File: config.mk
export PLATFORM = sky130hd
export DESIGN_NAME = regwrite_arbiter
export DESIGN_NICKNAME = d
export VERILOG_FILES = /design/src/rtl/regwrite_arbiter.sv
export SDC_FILE = /design/constraint.sdc
export NUM_CORES = 1
export LEC_CHECK = 0
export CAP_MARGIN = 20
export CELL_PAD_IN_SITES_DETAIL_PLACEMENT = 1
export CELL_PAD_IN_SITES_GLOBAL_PLACEMENT = 1
export CORE_MARGIN = 2
export CORE_UTILIZATION = 26
export DETAILED_ROUTE_END_ITERATION = 16
export PLACE_DENSITY = 0.92
export SLEW_MARGIN = 20
export SYNTH_ARGS = -nofsm -noshare
export SYNTH_HDL_FRONTEND = slang
export SYNTH_SLANG_ARGS = --single-unit
File: constraint.sdc
create_clock -name clk -period 3.99 [get_ports clk]
set_input_delay 1.197 -clock clk [delete_from_list [all_inputs] [get_ports clk]]
set_output_delay 1.197 -clock clk [all_outputs]
set_load 0.05 [all_outputs]
File: src/rtl/regwrite_arbiter.sv
// Round-robin arbiter sharing the register-file write port among four requesters.
// Registered write stage plus a saturating committed-write counter.
module regwrite_arbiter #(
  parameter int width       = 32,
  parameter int addr_width  = 5,
  parameter int count_width = 16
) (
  input  logic                    clk,
  input  logic                    reset,
  input  logic [3:0]              req_valid,
  input  logic [4*addr_width-1:0] req_addr,
  input  logic [4*width-1:0]      req_data,
  output logic [3:0]              req_ready,
  input  logic                    hold,
  output logic                    wr_enable,
  output logic [addr_width-1:0]   wr_addr,
  output logic [width-1:0]        wr_data,
  output logic [1:0]              grant_id,
  output logic [count_width-1:0]  write_count
);

  logic [1:0]             ptr_q, ptr_d;
  logic                   en_q, en_d;
  logic [addr_width-1:0]  addr_q, addr_d;
  logic [width-1:0]       data_q, data_d;
  logic [1:0]             gid_q, gid_d;
  logic [count_width-1:0] cnt_q, cnt_d;

  logic                  win_found;
  logic [1:0]            win_idx;
  logic                  xfer;
  logic [addr_width-1:0] sel_addr;
  logic [width-1:0]      sel_data;

  // Scan downwards so the requester closest to ptr is assigned last.
  always_comb begin
    win_found = 1'b0;
    win_idx   = ptr_q;
    for (int k = 3; k >= 0; k--) begin
      if (req_valid[ptr_q + 2'(k)]) begin
        win_found = 1'b1;
        win_idx   = ptr_q + 2'(k);
      end
    end
  end

  assign xfer      = !hold && win_found;
  assign req_ready = xfer ? (4'b0001 << win_idx) : 4'b0000;
  assign sel_addr  = req_addr[int'(win_idx)*addr_width +: addr_width];
  assign sel_data  = req_data[int'(win_idx)*width +: width];

  always_comb begin
    ptr_d  = ptr_q;
    en_d   = 1'b0;
    addr_d = addr_q;
    data_d = data_q;
    gid_d  = gid_q;
    cnt_d  = cnt_q;
    if (xfer) begin
      ptr_d  = win_idx + 2'd1;
      en_d   = (sel_addr != '0);
      addr_d = sel_addr;
      data_d = sel_data;
      gid_d  = win_idx;
      // Register 0 writes are consumed but never counted.
      if ((sel_addr != '0) && (cnt_q != '1)) begin
        cnt_d = cnt_q + 1'b1;
      end
    end
  end

  always_ff @(posedge clk or posedge reset) begin
    if (reset) begin
      ptr_q  <= '0;
      en_q   <= 1'b0;
      addr_q <= '0;
      data_q <= '0;
      gid_q  <= '0;
      cnt_q  <= '0;
    end else begin
      ptr_q  <= ptr_d;
      en_q   <= en_d;
      addr_q <= addr_d;
      data_q <= data_d;
      gid_q  <= gid_d;
      cnt_q  <= cnt_d;
    end
  end

  assign wr_enable   = en_q;
  assign wr_addr     = addr_q;
  assign wr_data     = data_q;
  assign grant_id    = gid_q;
  assign write_count = cnt_q;

endmodule

==> results of run 1 <==
through the flow:
step | worst slack [ns] | power (W) | cells | TNS [ns]
after floorplan | 0.0481 | 0.00243 | 516 | 0
after global placement | -0.108 | 0.00330 | 902 | -0.356
after detailed placement | -0.210 | 0.00337 | 902 | -0.638
after CTS | 0.0648 | 0.00423 | 920 | 0
after global routing | 0.0207 | 0.00444 | 922 | 0
final | 0.0640 | 0.00419 | 922 | 0
final cells by class:
cell class	instances	area [µm²]
fillers	1752	7800
multi-input cells	410	2140
well taps	184	230
inverters	12	45.0
clock buffers	11	243
repair buffers	242	2370
flip-flops and latches	58	1450
clock inverters	5	77.6
worst paths after layout:
check | cells after the start | slack (ns) | start | to
max | 8 | 0.06 | req_valid[3] | req_ready[2]
min | 2 | 0.47 | wr_data[17] | wr_data[17]
max reg2reg | 11 | 1.25 | ptr_q[1] | write_count[13]
min reg2reg | 2 | 0.47 | wr_data[17] | wr_data[17]
max in group asynchronous | 3 | 2.05 | reset | ptr_q[1]
min in group asynchronous | 3 | 1.43 | reset | write_count[9]
per-layer routing:
metal	vias up	share of wire, %	track usage (%)	wire length (µm)
met3	23	7.5	6.36	1140
met4	0	2.0	6.48	307
met1	2104	40	22.3	6110
li1	2141	-	-	-
met5	-	0	0	0
met2	164	50	35.4	7640
critical path: cells and delay by family:
kind            cells  cell delay, ns
buf+inv             4            0.86
compound gates      1            0.18
fa+ha+maj           1            0.18
simple gates        2            0.31
cells in the final DEF, fill, tap and decap left out, types with 5 or more instances in the layout:
cell	n
xnor2_1	14
nand2_1	205
nor2_1	8
nand3_1	103
and2_1	6
o21ai_0	6
mux2i_1	6
and3_1	5
dfrtp_1	58
ha_1	5
nand4_1	10
clkbuf_16	9
clkdlybuf4s50_1	206
buf_4	29
inv_1	9
state kept, by name, summed over array words and instances (netlist names):
name and flops:
grant_id 2, ptr_q 2, wr_addr 5, wr_data 32, wr_enable 1, write_count 16
where the power goes:
part	internal [W]	total, W	leakage (nW)	switching, W
Combinational	0.000883	0.00242	2.13	0.00154
Sequential	0.000783	0.000939	0.721	0.000156
Clock	0.000561	0.000830	0.156	0.000269
what timing repair did:
| action | CTS | global route |
|---|---|---|
| pin swaps | 2 | 2 |
| buffers inserted | 2 | 2 |
| gates resized for setup | 4 | 5 |
| endpoints found under the setup margin | 4 | 2 |
kinds of logic (layout without fill, tap and decap cells):
kind of cell	after synthesis	after routing	synth area share [%]
AOI/OAI and AO/OA	23	23	4.31
buffers and inverters	48	270	5.47
xor gates and xnor gates	14	14	3.25
and+or+nand+nor	358	358	44.0
muxes	10	10	2.88
DFF	58	58	38.4
adders and majority gates	5	5	1.66
==> reports/qor.yml, run 1 <==
critPathKind: "in -> out"
synth-edff-count: 0
port_buffers: 214
ys_top_cells_by_count: "nand2_1 (205), nand3_1 (103), dfrtp_1 (58)"
synth_most_common_cell: "nand2_1"
synth-seq-cells: 58
cts_made_buffers: 9
seq_area_frac_synth_pct: 38.4
fin_crit_sh_pct: 98.4
die_y_um: 124
drt_wl_total_um: 15200
relSlewSlack_pct: 48.3
yosys.area.top_type: "dfrtp_1"
hold_viol_final: 0
cts_hold_buf: 0
powerDensity_nw_per_um2: 638
fp.dieArea_um2: 15500
antenna_found_initial: 0
grt.total_usage_pct: 19.8
slew_violations: 0
whs_ns: 0.468
grt_pass1_wl_um: 24600
setup_viol: 0
min_period_ns: 3.93
rsz0062_at_grt: "no"
vdd_drop_max_uv: 222
syn_nets: 676
synth_warnings: 0
hpwl_um: 12000
status: "finished, final reports clean"
detail_route.wl_per_cell_um: 16.5
synth_area_leaders: "dfrtp_1 (38%), nand2_1 (20%), nand3_1 (14%), xnor2_1 (3.2%), clkbuf_1 (2.1%)"
antenna_cells: 0
insertion_delay_ns: 0.33
worstPathRequired_ns: 2.79
cts.sinks: 58
cts_tree: "yes"
viasPerCell: 4.81
clkSlewWorstSetupHoldPaths_ns: 0.05
io_pins: 215
ys.flop_type: "dfrtp_1"
die_x_um: 124
crit_path_top_delay_cell: "clkdlybuf4s15_1"
syn_area_um2: 3770
initial_core_util_pct: 26.3
final_util_pct: 45.7
overflow: 0
crit_top_cell: "buf_4"
yosys.area.top_type_share_pct: 38.4
area_growth_pct: 73.9
coreArea_um2: 14400
clockBufferDepth: 2
fin_skew_ns: 0.0114
avgSynthCellArea_um2: 7.32
first_pass_iters: 4
tightestPinTransition_ns: 0.776
place_area_um2: 6210
num_vias: 4432
synth_cell_types: 39
first_iter_violations: 176
crit_chain: "clkdlybuf4s15_1 > buf_4 > o21ai_2 > nand3_4 > buf_4 > ha_1 > and2_1 > buf_4"
timing.critical_path.slowest_cell_delay_ns: 0.29
max_freq_mhz: 255
syn-instance-count: 516
nets: 893
crit_path_max_fanout: 6
crit_arrival_ns: 2.73
h-tree-depth: 3
async_flop_share_pct: 100
max_cap_viol_count: 0
grt_max_degree: 59
root_buffer: "clkbuf_16"
start_kind: "primary input"
p_leak_nw: 3.00
gp_congestion: 0.808
layout-drive-gt1-share_pct: 10.2
antenna_left: 0
grt_pass1_vias: 4807
hp-class: "reg -> reg"
num_rows: 44
design_area_um2: 6560
drc: 0
end_kind: "primary output"
(Power assumes the default switching activity.)
==> run 2: changes to the inputs <==
Settings changed: CTS_CLUSTER_DIAMETER set to 200.
==> results of run 2 <==
Same layout as run 1: the final DEF is identical, and so are final timing and power.
==> run 3: changes to the inputs <==
==> constraint.sdc (replaced) <==
create_clock -name clk -period 3.99 [get_ports clk]
set_input_delay 0.798 -clock clk [delete_from_list [all_inputs] [get_ports clk]]
set_output_delay 0.798 -clock clk [all_outputs]
set_load 0.05 [all_outputs]
==> run 3 against run 2 <==
Total power is 2.6% lower. Combinational power is 3% lower. Utilization is 0.84 points lower. Via count is 0.20% lower. Clock-buffer cell count is 1 lower. Maximum frequency is 6.8% higher. Sequential power hardly changed. Setup slack better by 0.25 ns. Non-clock buffer count is 14 lower. Wire length is 2.6% higher. Global-route usage is 0.28 points higher. Critical path type unchanged.
==> reports/qor.yml, run 3 (same netlist as run 1, synthesis figures left out) <==
status: "finished, final reports clean"
crit_path_max_fanout: 18  # +12
io_pins: 215  # unchanged
min_period_ns: 3.68  # -0.250 ns
crit_path_top_delay_cell: "clkdlybuf4s50_1"
timing.critical_path.slowest_cell_delay_ns: 0.52  # +0.23 ns
setup_viol: 0  # unchanged
r2r_end: "write_count[3]"
first_iter_violations: 194  # +10%
post-cts-setup-buffers: 0  # -2
hold_viol_final: 0  # unchanged
net-switching-power_w: 0.00196  # about the same
layout-drive-gt1-share_pct: 8.15  # -2.0 points
gp_congestion: 0.873  # +8.1%
layout_common_cells: "clkdlybuf4s50_1 (210), nand2_1 (205), nand3_1 (103)"
antenna_left: 0  # unchanged
grt.total_usage_pct: 20.1  # +0.28 points
cts_hold_buf: 0  # unchanged
port_buffers: 214  # unchanged
layout_commonest_cell: "clkdlybuf4s50_1"
drt_wl_total_um: 15600  # +2.6%
antenna_cells: 0  # unchanged
rsz0062_at_grt: "no"
min_to: "wr_data[16]"
die_x_um: 124  # unchanged
tightestPinTransition_ns: 0.791  # +0.0153 ns
crit_arrival_ns: 2.88  # +0.15 ns
largest_register_ffs: 32  # unchanged
area_growth_pct: 70.7
p_comb_share_pct: 57.6  # -0.2 points
fp.dieArea_um2: 15500  # unchanged
num_rows: 44  # unchanged
p_leak_nw: 2.92  # -2.9%
crit_buf_inv: 3  # -1
grt_pass1_wl_um: 24900  # +1.4%
coreArea_um2: 14400  # unchanged
powerDensity_nw_per_um2: 634  # -0.74%
max_freq_mhz: 272  # +6.8%
first_pass_iters: 4  # unchanged
cts_tree: "yes"
seqPwrFrac_pct: 23.0  # +0.6 points
nets: 879  # -1.6%
whs_ns: 0.469  # +0.000612 ns
crit_chain: "clkdlybuf4s50_1 > nor2b_1 > o21ai_2 > nand3_4 > inv_2 > ha_1 > and2_1 > buf_12"
hp-class: "reg -> reg"
grt_max_degree: 59  # unchanged
pwr-share-clk_pct: 19.4  # -0.4 points
end_kind: "primary output"
max_cap_viol_count: 0  # unchanged
swShare_pct: 48.0  # +1.2 points
fin_skew_ns: 0.00747  # -0.00390 ns
h-tree-depth: 3  # unchanged
viasPerCell: 4.87  # +1.3%
cts_resized: 0  # -4
hpwl_um: 11900  # -1.2%
worstReg2RegStart: "ptr_q[1]"
relSlewSlack_pct: 47.3  # -1.0 points
placed_cells: 892  # -1.1%
overflow: 0  # unchanged
setup-tns-final_ns: 0  # unchanged
fin_crit_sh_pct: 92.1  # -6.3 points
drc: 0  # unchanged
cts_made_buffers: 9  # unchanged
worstPathRequired_ns: 3.19  # +0.40 ns
detail_route.wl_per_cell_um: 17.2  # +4.2%
fillers: 1738  # -0.80%
num_vias: 4423  # -0.20%
slew_violations: 0  # unchanged
initial_core_util_pct: 26.3  # unchanged
antenna_found_initial: 0  # unchanged
critPathKind: "in -> out"
cts.sinks: 58  # unchanged
power_w: 0.00408  # -2.6%
die_y_um: 124  # unchanged
final_cells: 908  # -1.5%
insertion_delay_ns: 0.33  # about the same
r2r_setup_slack_ns: 1.30  # +0.05 ns
root_buffer: "clkbuf_16"
grt_pass1_vias: 4764  # -0.89%
clockBufferDepth: 2  # unchanged
hold_path.startpoint: "wr_data[16]"
cpLargestDelayFamily: "buffers and inverters"
min_path_cells: 2  # unchanged
final_util_pct: 44.8  # -0.84 points
vdd_drop_max_uv: 306  # +38%
p_int_w: 0.00212  # -4.8%
clkSlewWorstSetupHoldPaths_ns: 0.05  # about the same
start_kind: "primary input"
ff2ff_path_depth: 10  # -1
==> run 3: power groups by stage <==
stage	combinational (W)	sequential, W	clock (W)
global placement	0.00233	0.000936	0
CTS	0.00238	0.000939	0.000808
floorplan	0.000858	0.00157	0
detailed placement	0.00238	0.000947	0
global route	0.00254	0.000967	0.000827
finish	0.00235	0.000938	0.000793
==> run 3: worst reg2reg max path, delay by kind of cell (launching register included) <==
| kind | cells | cell delay, ns |
|---|---|---|
| AND/OR/NAND/NOR | 4 | 0.61 |
| buffers and inverters | 2 | 0.57 |
| multiplexers | 2 | 0.44 |
| flip-flops | 1 | 0.43 |
| AO/OA/AOI/OAI | 1 | 0.37 |
| XOR/XNOR | 1 | 0.17 |
==> run 3: metal layers <==
layer | vias to the layer above | part of all wire (%) | track usage [%]
li1 | 2114 | - | -
met5 | - | 0 | 0
met4 | 0 | 2.9 | 7.53
met2 | 167 | 48 | 34.0
met3 | 34 | 7.4 | 5.88
met1 | 2108 | 41 | 24.1
==> run 3: area by class of cell <==
class | instances | area (µm²) | share of cell area (%)
repair buffers | 228 | 2270 | 35.3
multi-input cells | 410 | 2140 | 33.2
flip-flops and latches | 58 | 1450 | 22.5
clock buffers | 10 | 239 | 3.71
well taps | 184 | 230 | 3.57
clock inverters | 6 | 66.3 | 1.03
inverters | 12 | 45.0 | 0.699
==> run 3: worst max path at each step <==
| stage | depth (start not counted) | startpoint | end |
|---|---|---|---|
| 2_1_floorplan | 8 | req_valid[2] | req_ready[0] |
| 3_3_place_gp | 8 | req_valid[2] | req_ready[0] |
| 3_5_place_dp | 8 | req_valid[2] | req_ready[1] |
| 4_1_cts | 8 | req_valid[2] | req_ready[1] |
| 5_1_grt | 8 | req_valid[2] | req_ready[1] |
| 6_report | 8 | req_valid[2] | req_ready[1] |
==> run 3: metrics by stage <==
step / setup slack, ns / instance area (µm²)
2_1_floorplan: 0.846 / 3770
3_3_place_gp: 0.399 / 6140
3_5_place_dp: 0.307 / 6140
4_1_cts: 0.290 / 6440
5_1_grt: 0.172 / 6440
6_report: 0.314 / 6440
